### src/rtl/hawk_ctrl_arb_unit.sv
// Hawk control unit: init sequencing, round-robin CPU channel arbitration with
// Hawk command starvation guard, single outstanding ATT lookup with retry.
module hawk_ctrl_arb_unit #(
   parameter int NUM_CH         = 2,
   parameter int ADDR_W         = 40,
   parameter int LKUP_TIMEOUT   = 1024,
   parameter int CMD_STARVE_MAX = 4,
   localparam int CH_W          = (NUM_CH > 2) ? $clog2(NUM_CH) : 1,
   localparam int PPN_W         = ADDR_W - 12
) (
   input  logic                    clk_i,
   input  logic                    rst_ni,
   input  logic                    init_att_done,
   input  logic                    init_list_done,
   output logic                    init_att,
   output logic                    init_list,
   input  logic [NUM_CH-1:0]       req_valid_i,
   input  logic [NUM_CH*PPN_W-1:0] req_hppa_i,
   input  logic [NUM_CH-1:0]       req_zero_i,
   input  logic                    pgrd_mngr_ready,
   output logic                    lkup_valid_o,
   output logic [PPN_W-1:0]        lkup_hppa_o,
   output logic                    lkup_zero_o,
   output logic [CH_W-1:0]         lkup_ch_o,
   input  logic                    trnsl_valid_i,
   input  logic                    trnsl_allow_i,
   input  logic [PPN_W-1:0]        trnsl_ppa_i,
   output logic [NUM_CH-1:0]       grant_valid_o,
   output logic [PPN_W-1:0]        grant_ppa_o,
   output logic                    lkup_timeout_o,
   input  logic                    hawk_cmd_ready,
   output logic                    hawk_cmd_run,
   output logic [3:0]              cu_state
);

   localparam int TO_W = $clog2(LKUP_TIMEOUT);
   localparam int SC_W = $clog2(CMD_STARVE_MAX + 1);

   typedef enum logic [3:0] {
      ST_INIT     = 4'd0,
      ST_ARB      = 4'd1,
      ST_LKP_REQ  = 4'd2,
      ST_LKP_WAIT = 4'd3,
      ST_GRANT    = 4'd4,
      ST_HAWK_CMD = 4'd5
   } state_t;

   state_t            state_reg;
   logic [CH_W-1:0]   rr_ptr_reg;
   logic [SC_W-1:0]   starve_cnt_reg;
   logic [TO_W-1:0]   to_cnt_reg;

   logic [PPN_W-1:0]  hppa_arr [NUM_CH];
   logic [CH_W-1:0]   sel_ch;
   logic              sel_found;
   logic              cmd_take;

   generate
      for (genvar gi = 0; gi < NUM_CH; gi++) begin : g_hppa
         assign hppa_arr[gi] = req_hppa_i[gi*PPN_W +: PPN_W];
      end
   endgenerate

   // Scan downward in priority so the lowest offset from rr_ptr wins last.
   always_comb begin
      int idx;
      idx       = 0;
      sel_ch    = '0;
      sel_found = 1'b0;
      for (int i = NUM_CH - 1; i >= 0; i--) begin
         idx = int'(rr_ptr_reg) + i;
         if (idx >= NUM_CH) idx = idx - NUM_CH;
         if (req_valid_i[idx]) begin
            sel_ch    = CH_W'(idx);
            sel_found = 1'b1;
         end
      end
   end

   assign cmd_take = hawk_cmd_ready &&
                     (!(|req_valid_i) || (starve_cnt_reg == SC_W'(CMD_STARVE_MAX)));

   assign cu_state = state_reg;

   always_ff @(posedge clk_i) begin
      if (!rst_ni) begin
         state_reg      <= ST_INIT;
         rr_ptr_reg     <= '0;
         starve_cnt_reg <= '0;
         to_cnt_reg     <= '0;
         init_att       <= 1'b1;
         init_list      <= 1'b1;
         lkup_valid_o   <= 1'b0;
         lkup_hppa_o    <= '0;
         lkup_zero_o    <= 1'b0;
         lkup_ch_o      <= '0;
         grant_valid_o  <= '0;
         grant_ppa_o    <= '0;
         lkup_timeout_o <= 1'b0;
         hawk_cmd_run   <= 1'b0;
      end else begin
         lkup_valid_o   <= 1'b0;
         lkup_timeout_o <= 1'b0;
         grant_valid_o  <= '0;
         case (state_reg)
            ST_INIT: begin
               if (init_att_done)  init_att  <= 1'b0;
               if (init_list_done) init_list <= 1'b0;
               if (!init_att && !init_list) state_reg <= ST_ARB;
            end
            ST_ARB: begin
               if (cmd_take) begin
                  hawk_cmd_run   <= 1'b1;
                  starve_cnt_reg <= '0;
                  state_reg      <= ST_HAWK_CMD;
               end else if (sel_found) begin
                  lkup_hppa_o <= hppa_arr[sel_ch];
                  lkup_zero_o <= req_zero_i[sel_ch];
                  lkup_ch_o   <= sel_ch;
                  state_reg   <= ST_LKP_REQ;
               end
            end
            ST_LKP_REQ: begin
               if (pgrd_mngr_ready) begin
                  lkup_valid_o <= 1'b1;
                  to_cnt_reg   <= '0;
                  state_reg    <= ST_LKP_WAIT;
               end
            end
            ST_LKP_WAIT: begin
               // A response in the final counter cycle takes precedence over the timeout.
               if (trnsl_valid_i && trnsl_allow_i) begin
                  grant_ppa_o   <= trnsl_ppa_i;
                  grant_valid_o <= NUM_CH'(1) << lkup_ch_o;
                  state_reg     <= ST_GRANT;
               end else if (trnsl_valid_i) begin
                  state_reg <= ST_LKP_REQ;
               end else if (to_cnt_reg == TO_W'(LKUP_TIMEOUT - 1)) begin
                  lkup_timeout_o <= 1'b1;
                  state_reg      <= ST_LKP_REQ;
               end else begin
                  to_cnt_reg <= to_cnt_reg + 1'b1;
               end
            end
            ST_GRANT: begin
               rr_ptr_reg <= (lkup_ch_o == CH_W'(NUM_CH - 1)) ? '0 : lkup_ch_o + 1'b1;
               if (hawk_cmd_ready) begin
                  if (starve_cnt_reg != SC_W'(CMD_STARVE_MAX))
                     starve_cnt_reg <= starve_cnt_reg + 1'b1;
               end else begin
                  starve_cnt_reg <= '0;
               end
               state_reg <= ST_ARB;
            end
            ST_HAWK_CMD: begin
               if (!hawk_cmd_ready) begin
                  hawk_cmd_run <= 1'b0;
                  state_reg    <= ST_ARB;
               end
            end
            default: state_reg <= ST_ARB;
         endcase
      end
   end

endmodule
### config.mk
export PLATFORM = sky130hd
export DESIGN_NAME = hawk_ctrl_arb_unit
export DESIGN_NICKNAME = d
export VERILOG_FILES = /design/src/rtl/hawk_ctrl_arb_unit.sv
export SDC_FILE = /design/constraint.sdc
export NUM_CORES = 1
export LEC_CHECK = 0
export CAP_MARGIN = 30
export CORE_MARGIN = 2
export CORE_UTILIZATION = 40
export DETAILED_ROUTE_END_ITERATION = 16
export PLACE_DENSITY = 0.77
export SETUP_SLACK_MARGIN = 0.3
export SYNTH_ARGS = -nofsm -noshare
export SYNTH_HDL_FRONTEND = slang
export SYNTH_SLANG_ARGS = --single-unit
export TNS_END_PERCENT = 100
### constraint.sdc
create_clock -name clk_i -period 3.8 [get_ports clk_i]
set_input_delay 0.76 -clock clk_i [delete_from_list [all_inputs] [get_ports clk_i]]
set_output_delay 0.76 -clock clk_i [all_outputs]
set_load 0.02 [all_outputs]
## Word-level counts from Yosys, hierarchy flattened

Index checks and enable logic that the tools add are counted.
Widths: inputs -> output; s select.

| storage, ports and cells | value |
|---|---|
| bits of input ports | 96 |
| logic and storage cells | 113 |
| register bits | 83 |

| cells by class | value |
|---|---|
| reductions and logical operators | 23 |
| eq/ne operators | 18 |
| $add $sub $neg | 6 |
| shift-type cells | 1 |
| magnitude comparators | 6 |
| bitwise operators | 4 |
| mux-type cells | 41 |

Operators with widths:

| cell | number |
|---|---|
| $mux 28 | 3 |
| $lt 32x3->1 const B | 2 |
| $mux 32 | 2 |
| $mux 10 | 4 |
| $mux 4 | 8 |
| $pmux 10 s2 | 1 |
| $pmux 4 s5 | 1 |
| $mux 1 | 17 |
| $ne 2x2->1 const B | 7 |
| $reduce_and 3->1 | 4 |
| $add 10x1->10 const B | 1 |
| $eq 10x10->1 const B | 1 |
| $reduce_and 5->1 | 2 |
| $mux 3 | 3 |
| $ne 3x3->1 const B | 3 |
| $eq 4x2->1 const B | 2 |
| $eq 4x3->1 const B | 2 |
| $reduce_and 2->1 | 4 |
| $pmux 3 s2 | 1 |
| $reduce_bool 2->1 | 3 |
| $eq 4x1->1 const B | 1 |
| $ge 2x2->1 const B | 2 |
| $logic_not 4->1 | 1 |
| $ne 4x4->1 const B | 1 |
| 17 further kinds | 23 |

## Depth between registers and ports, before layout

Gate-level depths: netlist of the first run.

| logic depth | value |
|---|---|
| depth after elaboration | 12 |
| mapped depth | 7 |
| gate-level depth less buffers | 6 |

## Worst setup path before layout of the first run

OpenSTA, ideal clock, no wires.

| timing | value |
|---|---|
| kind | input-to-reg |
| start point | input port req_valid_i[0] |
| end point | register lkup_hppa_o[10] |
| library setup time | 0.146 ns |
| setup slack | 1.888 ns |
| stages | 5 |
| data required time | 3.654 ns |
| path buffers | 2 |
| arrival time | 1.766 ns |
| cell sequence | o2bb2ai_2 -> a2111oi_4 -> buf_6 -> buf_6 -> a211oi_2 |

| between the ends | value |
|---|---|
| longest elaborated chain between the ends | 9 |
| elaborated cells on any way between the ends | 20 |
| classes of those cells | mux (13); bitwise (2); reduce/logical (5) |

RTL lines:

| what | line | RTL |
|---|---|---|
| start, declared | 17 | `input logic [NUM_CH-1:0] req_valid_i,` |
| $mux 1 (implied by the code) (3 in series) | 73 | `if (req_valid_i[idx]) begin` |
| $mux 1 (2 in series) | 73 |  |
| $not 1->2 (implied by the code) | 117 | `lkup_hppa_o <= hppa_arr[sel_ch];` |
| $mux 28 (implied by the code) (3 in series) | 117 |  |
| end signal, assigned | 117 |  |
| end, declared | 22 | `output logic [PPN_W-1:0] lkup_hppa_o,` |

Several ways; a longest one is shown, not always the timed one. The select of a mux whose other input is x is not followed.
A chain may end at the register's enable or synchronous reset.

## Final worst setup path of the first run

| timing | value |
|---|---|
| start point | input port req_valid_i[1] |
| end point | register lkup_hppa_o[13] |

The elaborated chain is that of the path after synthesis.

==> impl_metrics.yaml, run 1 <==
worst_hold_path:
  min_path_type: "reg -> reg"
route:
  dr.pass1.iters: 5
  drc: 0
  viasPerCell: 5.13
  drt.antenna.violating_nets: 0
  vias: 3435
  drt_iter0_markers: 139
  routed_wl_um: 9800
  routedWlPerCell_um: 14.7
cells_and_area:
  layout.nets: 653
  final_common_cell: "clkdlybuf4s50_1"
  layout-drive-gt1-share_pct: 10.8
  fillers: 780
  layout_common_cells: "clkdlybuf4s50_1 (163), dfxtp_1 (82), nand2_1 (73), a21oi_1 (43), nor2_1 (34)"
  area_delta_synth_final_pct: 51.2
  antenna_cells: 0
  final_util_pct: 61.3
setup_path:
  critical_path_arrival_ns: 2.88
  slowest_delay_ns: 0.62
  crit_fanout: 59
  critPathLaunchType: "input pin"
  crit_chain: "clkdlybuf4s50_1 > o2bb2ai_2 > a2111oi_4 > buf_4 > nor2_1 > a211oi_2"
  crit_type: "in -> reg"
  cp.buffers_inverters: 2
  crit_path_top_delay_cell: "buf_4"
  end_kind: "flip-flop"
  cp_top_family: "buffers and inverters"
  worstPathRequired_ns: 4.06
status:
  status: "complete, no violations"
timing:
  max_slew_margin_pct: 37.0
  slew_violations: 0
  setup_viol: 0
  worst_slew_pin_slew_ns: 0.940
  hold_violations: 0
  skew_ns: 0.0112
  max_freq_mhz: 382
  worst_hold_slack_ns: 0.454
  setup_tns_ns: 0
  grt_setup_unrepaired: "no"
  period_minus_slack_ns: 2.62
  timing.final.ws_setup_ns: 1.18
  period_share_pct: 69.0
floorplanning:
  io_pins: 165
  die_w_um: 100
  std_cell_rows: 35
  design.core.area_mm2: 0.00911
  dieArea_mm2: 0.0100
  die_h_um: 100
  initial_core_util_pct: 40.5
logic_synthesis:
  ys_top_cells_by_area: "dfxtp_1 (44%), a211oi_2 (9.8%), mux2i_1 (8.4%)"
  synth_top_area_cell: "dfxtp_1"
  synth.distinct_cells: 49
  async_flop_share_pct: 0
  ys.flop_type: "dfxtp_1"
  synthesis.area_mm2: 0.00369
  synthCells: 402
  syn_nets: 501
  synth_top_cell_area_share_pct: 44.4
  synth_warnings: 0
  synth-seq-cells: 82
  avgSynthCellArea_um2: 9.19
  ys_seq_area_share_pct: 44.4
  synth_enable_flop_cells: 0
cts:
  clockBufferDepth: 2
  cts_hold_buf: 0
  clk_latency_ns: 0.34
  cts_sinks: 82
  cts_resized: 0
  root_buffer: "clkbuf_8"
  post_cts_buffers: 0
  clkTransAtPathRegs_ns: 0.08
  htreeDepth: 3
  cts_tree: "yes"
  numCtsBuffers: 9
global_routing:
  grt_pass1_vias: 3174
  antenna_found_initial: 0
  grt_usage_pct: 18.6
  grt_max_degree: 60
  grt_pass1_wl_um: 15000
  gr-total-overflow: 0
power_and_ir_drop:
  vdd_drop_max_mv: 0.265
  pwr_density_cell_mw_per_mm2: 346
  cellLeakagePower_nw: 1.97
placement:
  io_buffers: 163
  gp_congestion: 0.805
  dpl.hpwl_um: 7270
  dpl_worst_slack_ns: 0.845
flow_run:
  drv_cap: 0
-- per-stage QoR --
step,power (W),area (um^2),std cells
5_1_grt,0.00201,5580,669
3_3_place_gp,0.00126,5350,653
6_report,0.00193,5580,669
4_1_cts,0.00195,5570,668
3_5_place_dp,0.00127,5350,653
2_1_floorplan,0.00109,3690,402
-- logic make-up (layout without fill, tap and decap cells) --
kind of cell,after synthesis,count (layout),synth area share (%)
buffers and inverters,35,191,5.15
AO/OA/AOI/OAI,100,100,22.4
multiplexers,31,31,8.40
other,1,1,0.102
AND/OR/NAND/NOR,149,149,18.3
adder cells (fa/ha/maj),3,3,1.02
flip-flops,82,82,44.4
XOR/XNOR,1,1,0.237
-- tightest hold or removal path: stages, from the launching register on --
cell and delay (ns):
dfxtp_1 0.31, nand2_1 0.05, a21oi_1 0.05
-- Yosys cell counts, types with 2 or more instances --
cell type  instances
a21oi_1           43
buf_1              3
ha_1               3
mux2i_1           31
nand2b_1           4
nor4_1             2
a31oi_1            2
buf_2              5
clkbuf_1          13
o31ai_1            5
o211ai_1           4
nor3_1             3
o311ai_0           2
nand2_1           73
a211oi_1           2
or4_1              6
nand3_1            8
and2_1             3
a211oi_2          29
and3_1             3
nor2_1            34
buf_6              6
dfxtp_1           82
o21ai_0            3
buf_4              2
nand4_1            3
inv_1              6
-- power by group --
group / internal [W] / switching (W)
sequential: 0.000887 / 0.0000212
combinational: 0.000187 / 0.000155
clock: 0.000369 / 0.000314
-- path summary, 6_finish.rpt --
check	startpoint	cells after the start	end	slack, ns
worst max-delay path	req_valid_i[1]	6	lkup_hppa_o[13]	1.18
worst min-delay path	grant_ppa_o[27]	2	grant_ppa_o[27]	0.45
worst max register to register	cu_state[0]	5	lkup_hppa_o[13]	1.51
worst min register to register	grant_ppa_o[27]	2	grant_ppa_o[27]	0.45
-- routing by layer --
| metal | vias up | share of wire [%] | track usage (%) |
|---|---|---|---|
| li1 | 1732 | - | - |
| met1 | 1578 | 43 | 22.2 |
| met2 | 121 | 47 | 32.0 |
| met3 | 4 | 8.8 | 5.43 |
| met4 | 0 | 0.75 | 6.64 |
| met5 | - | 0 | 0 |
-- final cells by class --
type | count | area [um^2] | area share, %
clock buffers | 9 | 124 | 2.22
clock inverters | 6 | 92.6 | 1.66
inverters | 6 | 22.5 | 0.403
multi-input cells | 285 | 1870 | 33.5
flip-flops and latches | 82 | 1640 | 29.4
well taps | 111 | 139 | 2.49
repair buffers | 170 | 1690 | 30.3
Power figures use the tool's default switching activity.
==> run 2, diff against run 1 <==
--- a/config.mk
+++ b/config.mk
@@ -7,7 +7,7 @@
 export LEC_CHECK = 0
 export CAP_MARGIN = 30
 export CORE_MARGIN = 2
-export CORE_UTILIZATION = 40
+export CORE_UTILIZATION = 38
 export DETAILED_ROUTE_END_ITERATION = 16
 export PLACE_DENSITY = 0.77
 export SETUP_SLACK_MARGIN = 0.3
==> constraint.sdc (replaced) <==
create_clock -name clk_i -period 2.37 [get_ports clk_i]
set_input_delay 0.474 -clock clk_i [delete_from_list [all_inputs] [get_ports clk_i]]
set_output_delay 0.474 -clock clk_i [all_outputs]
set_load 0.02 [all_outputs]
==> impl_metrics.yaml, run 2 (same netlist as run 1, synthesis figures left out) <==
setup_path:
  end_kind: "output pin"
  cp.depth: 1
  crit_path_top_delay_cell: "clkdlybuf4s50_1"
  slowest_delay_ns: 0.68
  critical_path_arrival_ns: 1.53
  crit_chain: "clkdlybuf4s50_1"
  critPathLaunchType: "flip-flop"
  reg2reg_depth: 6
  crit_type: "reg -> out"
  worstPathRequired_ns: 1.90
  crit_fanout: 15
  cp_top_family: "buffers and inverters"
  cp.buffers_inverters: 1
floorplanning:
  die_h_um: 103
  dieArea_mm2: 0.0105
  io_pins: 165
  design.core.area_mm2: 0.00933
  die_w_um: 103
  initial_core_util_pct: 39.6
  std_cell_rows: 35
power_and_ir_drop:
  power.switching_w: 0.000828
  seq_power_share_pct: 48.6
  pwr_density_cell_mw_per_mm2: 524
  internal_power_w: 0.00216
  fin_total_pwr_w: 0.00299
  swShare_pct: 27.7
  cellLeakagePower_nw: 2.03
  power_frac_comb_pct: 19.4
  vdd_drop_max_mv: 0.266
  clkPwrFrac_pct: 32.1
cells_and_area:
  area_delta_synth_final_pct: 54.6
  layout-drive-gt1-share_pct: 12.5
  layout.nets: 662
  multiInputGateArea_mm2: 0.00187
  final_common_cell: "clkdlybuf4s50_1"
  antenna_cells: 0
  seqCellArea_mm2: 0.00164
  fillers: 854
  layout_common_cells: "clkdlybuf4s50_1 (163), dfxtp_1 (81), nand2_1 (73), a21oi_1 (43), nor2_1 (34)"
placement:
  gp_congestion: 0.858
  io_buffers: 163
  dpl.hpwl_um: 7760
cts:
  clkTransAtPathRegs_ns: 0.09
  cts_hold_buf: 0
  cts_sinks: 82
  htreeDepth: 3
  cts_tree: "yes"
  root_buffer: "clkbuf_8"
  numCtsBuffers: 9
  clockBufferDepth: 2
  clk_latency_ns: 0.35
timing:
  max_slew_margin_pct: 50.1
  setup_viol: 0
  worst_hold_slack_ns: 0.456
  setup_tns_ns: 0
  slew_violations: 0
  skew_ns: 0.0123
  worst_slew_pin_slew_ns: 0.744
  period_share_pct: 84.6
  period_minus_slack_ns: 2.00
  max_freq_mhz: 499
  grt_setup_unrepaired: "no"
  hold_violations: 0
route:
  drc: 0
  drt.antenna.violating_nets: 0
  vias: 3545
  viasPerCell: 5.09
  routedWlPerCell_um: 14.7
  routed_wl_um: 10300
  drt_iter0_markers: 145
  dr.pass1.iters: 4
global_routing:
  antenna_found_initial: 0
  grt_pass1_vias: 3392
  grt_max_degree: 60
  grt_usage_pct: 18.0
  grt_pass1_wl_um: 15100
  gr-total-overflow: 0
worst_hold_path:
  holdPathStages: 2
  min_path_type: "reg -> reg"
flow_run:
  drv_cap: 0
status:
  status: "complete, no violations"
-- run 2: cell types whose count changed in the layout (fill, tap and decap cells not counted), sizes merged --
cell and change:
buf +8, bufinv -2, clkbuf +2, clkinv +1, clkinvlp -1, inv +2
-- run 2: power groups by stage --
stage	combinational (W)	sequential, W	clock [W]
after global placement	0.000565	0.00148	0
after detailed placement	0.000577	0.00148	0
after CTS	0.000579	0.00145	0.000975
final	0.000579	0.00145	0.000960
after floorplan	0.000219	0.00153	0
after global routing	0.000616	0.00146	0.00103
-- run 2: metal layers --
layer	vias to the layer above	track usage, %	share of wire (%)
met5	-	0	0
met4	0	7.79	2.3
met3	21	5.42	9.5
met2	149	31.7	47
met1	1625	20.0	41
li1	1750	-	-
-- run 2: per-stage QoR --
stage	instances	utilization, %	cell area (um^2)	worst slack, ns
final	697	61.2	5710	0.366
after global routing	697	61.2	5710	0.303
after CTS	696	61.0	5690	0.352
after detailed placement	680	59.0	5510	0.0384
after global placement	680	59.0	5510	0.111
after floorplan	402	-	3690	0.557
-- run 2: timing repair --
item / CTS / global route
setup endpoints to repair: 1 / 1
gates cloned: 0 / 1
gates resized for setup: 1 / 1
pin swaps: 0 / 1
buffers inserted: 0 / 0
-- run 2: path summary, 6_finish.rpt --
check / startpoint / end / slack [ns]
worst max register to register: to_cnt_reg[0] / to_cnt_reg[1] / 0.45
worst max-delay path: cu_state[1] / cu_state[1] / 0.37
worst min-delay path: grant_ppa_o[19] / grant_ppa_o[19] / 0.46
worst min register to register: grant_ppa_o[19] / grant_ppa_o[19] / 0.46
-- run 2: cell type report --
class	count	area share [%]
Tap cell	129	2.83
Inverter	6	0.394
Multi-Input combinational cell	285	32.8
Sequential cell	82	28.8
Clock inverter	6	0.876
Timing Repair Buffer	179	31.9
Clock buffer	10	2.41
==> run 3, diff against run 2 <==
--- a/config.mk
+++ b/config.mk
@@ -7,7 +7,7 @@
 export LEC_CHECK = 0
 export CAP_MARGIN = 30
 export CORE_MARGIN = 2
-export CORE_UTILIZATION = 38
+export CORE_UTILIZATION = 40
 export DETAILED_ROUTE_END_ITERATION = 16
 export PLACE_DENSITY = 0.77
 export SETUP_SLACK_MARGIN = 0.3
==> constraint.sdc (replaced) <==
create_clock -name clk_i -period 1.9 [get_ports clk_i]
set_input_delay 0.38 -clock clk_i [delete_from_list [all_inputs] [get_ports clk_i]]
set_output_delay 0.38 -clock clk_i [all_outputs]
set_load 0.02 [all_outputs]
==> impl_metrics.yaml, run 3 (same netlist as run 1, synthesis figures left out) <==
status:
  status: "complete, no violations"
power_and_ir_drop:
  power.switching_w: 0.00110
  pwr_density_cell_mw_per_mm2: 643
  vdd_drop_max_mv: 0.417
  swShare_pct: 26.6
  clkPwrFrac_pct: 34.3
  cellLeakagePower_nw: 2.74
  internal_power_w: 0.00303
  power_frac_comb_pct: 21.5
  seq_power_share_pct: 44.2
setup_path:
  crit_type: "reg -> reg"
  end_kind: "flip-flop"
  r2r_slack_ns: 0.03
  cp_top_family: "compound AO/OA/AOI/OAI gates"
  worstPathRequired_ns: 2.17
  cp.buffers_inverters: 5
  crit_path_top_delay_cell: "dfxtp_2"
  critPathLaunchType: "flip-flop"
  critical_path_arrival_ns: 2.14
  crit_fanout: 5
  reg2reg_depth: 10
  r2r-end: "lkup_hppa_o[23]"
  slowest_delay_ns: 0.34
  crit_chain: "inv_2 > ha_4 > o2bb2ai_4 > a2111oi_4 > buf_4 > buf_6 > buf_12 > buf_16 > nor2_4 > a211oi_2"
  worstReg2RegStart: "starve_cnt_reg[0]"
floorplanning:
  die_h_um: 100
  dieArea_mm2: 0.0100
  io_pins: 165
  design.core.area_mm2: 0.00911
  initial_core_util_pct: 40.5
  die_w_um: 100
  std_cell_rows: 35
cells_and_area:
  final_util_pct: 70.5
  layout_common_cells: "clkdlybuf4s50_1 (91), nand2_1 (73), dlygate4sd2_1 (68), dfxtp_1 (67), a21oi_1 (40)"
  antenna_cells: 0
  area_delta_synth_final_pct: 73.7
  layout-drive-gt1-share_pct: 26.8
  final_common_cell: "clkdlybuf4s50_1"
  layout.nets: 706
  fillers: 652
timing:
  max_freq_mhz: 534
  skew_ns: 0.00717
  period_minus_slack_ns: 1.87
  max_slew_margin_pct: 61.2
  slew_violations: 0
  setup_viol: 0
  hold_violations: 0
  worst_hold_slack_ns: 0.452
  worst_slew_pin_slew_ns: 0.573
  grt_setup_unrepaired: "yes"
  period_share_pct: 98.5
route:
  drc: 0
  dr.pass1.iters: 4
  routed_wl_um: 12600
  drt.antenna.violating_nets: 0
  viasPerCell: 5.21
  vias: 3770
  routedWlPerCell_um: 17.4
  drt_iter0_markers: 97
global_routing:
  antenna_found_initial: 0
  grt_pass1_vias: 3805
  grt_max_degree: 31
  grt_usage_pct: 23.3
  gr-total-overflow: 0
  grt_pass1_wl_um: 18400
cts:
  cts_tree: "yes"
  root_buffer: "clkbuf_8"
  clkTransAtPathRegs_ns: 0.09
  cts_sinks: 82
  clockBufferDepth: 2
  htreeDepth: 3
  clk_latency_ns: 0.35
  numCtsBuffers: 9
placement:
  gp_congestion: 0.863
  io_buffers: 163
  dpl.hpwl_um: 7930
worst_hold_path:
  min_path_type: "reg -> reg"
  min_to: "grant_ppa_o[23]"
  holdPathStages: 2
  holdCritStartpoint: "grant_ppa_o[23]"
flow_run:
  drv_cap: 0
==> run 3: what timing repair did <==
item / in CTS / in global routing
setup buffers: 21 / 5
endpoints found under the setup margin: 107 / 38
pin swaps: 29 / 20
resized for setup: 126 / 46
gates cloned: 7 / 0
hold buffers: 0 / 0
==> run 3: final cells by class <==
| cell class | count | area [um^2] | area share [%] |
|---|---|---|---|
| Timing Repair Buffer | 223 | 2270 | 35.4 |
| Multi-Input combinational cell | 285 | 2090 | 32.6 |
| Sequential cell | 82 | 1680 | 26.1 |
| Clock buffer | 11 | 141 | 2.20 |
| Tap cell | 111 | 139 | 2.16 |
| Clock inverter | 5 | 77.6 | 1.21 |
| Inverter | 6 | 22.5 | 0.351 |
==> run 3: power groups by stage <==
stage / logic [W] / registers [W] / clock network [W]
after floorplan: 0.000278 / 0.00192 / 0
after global placement: 0.000711 / 0.00185 / 0
after detailed placement: 0.000728 / 0.00186 / 0
after CTS: 0.000829 / 0.00182 / 0.00143
after global routing: 0.000935 / 0.00183 / 0.00153
final: 0.000889 / 0.00182 / 0.00141
==> run 3: worst reg2reg max path, delay by kind of cell (launching register included) <==
family                   cells  cell delay, ns
AO/OA/AOI/OAI                3            0.67
flip-flops                   1            0.34
AND/OR/NAND/NOR              1            0.04
buffers and inverters        5            0.59
adder cells (fa/ha/maj)      1            0.17
==> run 3: stage by stage <==
step	setup WS [ns]	setup TNS, ns	cell area (um^2)	std cells	total power (W)
detailed placement	-0.298	-7.58	5600	674	0.00258
global route	-0.0471	-0.128	6420	723	0.00429
finish	0.0281	0	6420	723	0.00413
global placement	-0.213	-5.65	5600	674	0.00256
floorplan	0.244	0	3740	402	0.00219
CTS	0.109	0	6230	718	0.00407
==> run 3: how the worst max path moves through the flow <==
stage	startpoint	to	slack (ns)	cells past startpoint
5_1_grt	starve_cnt_reg[0]	lkup_hppa_o[23]	-0.05	10
4_1_cts	starve_cnt_reg[0]	lkup_hppa_o[21]	0.11	10
6_report	starve_cnt_reg[0]	lkup_hppa_o[23]	0.03	10
2_1_floorplan	starve_cnt_reg[0]	lkup_hppa_o[10]	0.24	7
3_3_place_gp	req_valid_i[1]	lkup_hppa_o[10]	-0.21	6
3_5_place_dp	req_valid_i[1]	lkup_hppa_o[17]	-0.30	6
==> run 3: per-layer routing <==
metal / wire (um) / share of wire, % / global-route usage (%) / vias up
met3: 940 / 7.5 / 5.71 / 27
met4: 377 / 3.0 / 9.91 / 0
met2: 6590 / 52 / 43.8 / 149
met5: 0 / 0 / 0 / -
li1: - / - / - / 1838
met1: 4690 / 37 / 24.6 / 1756
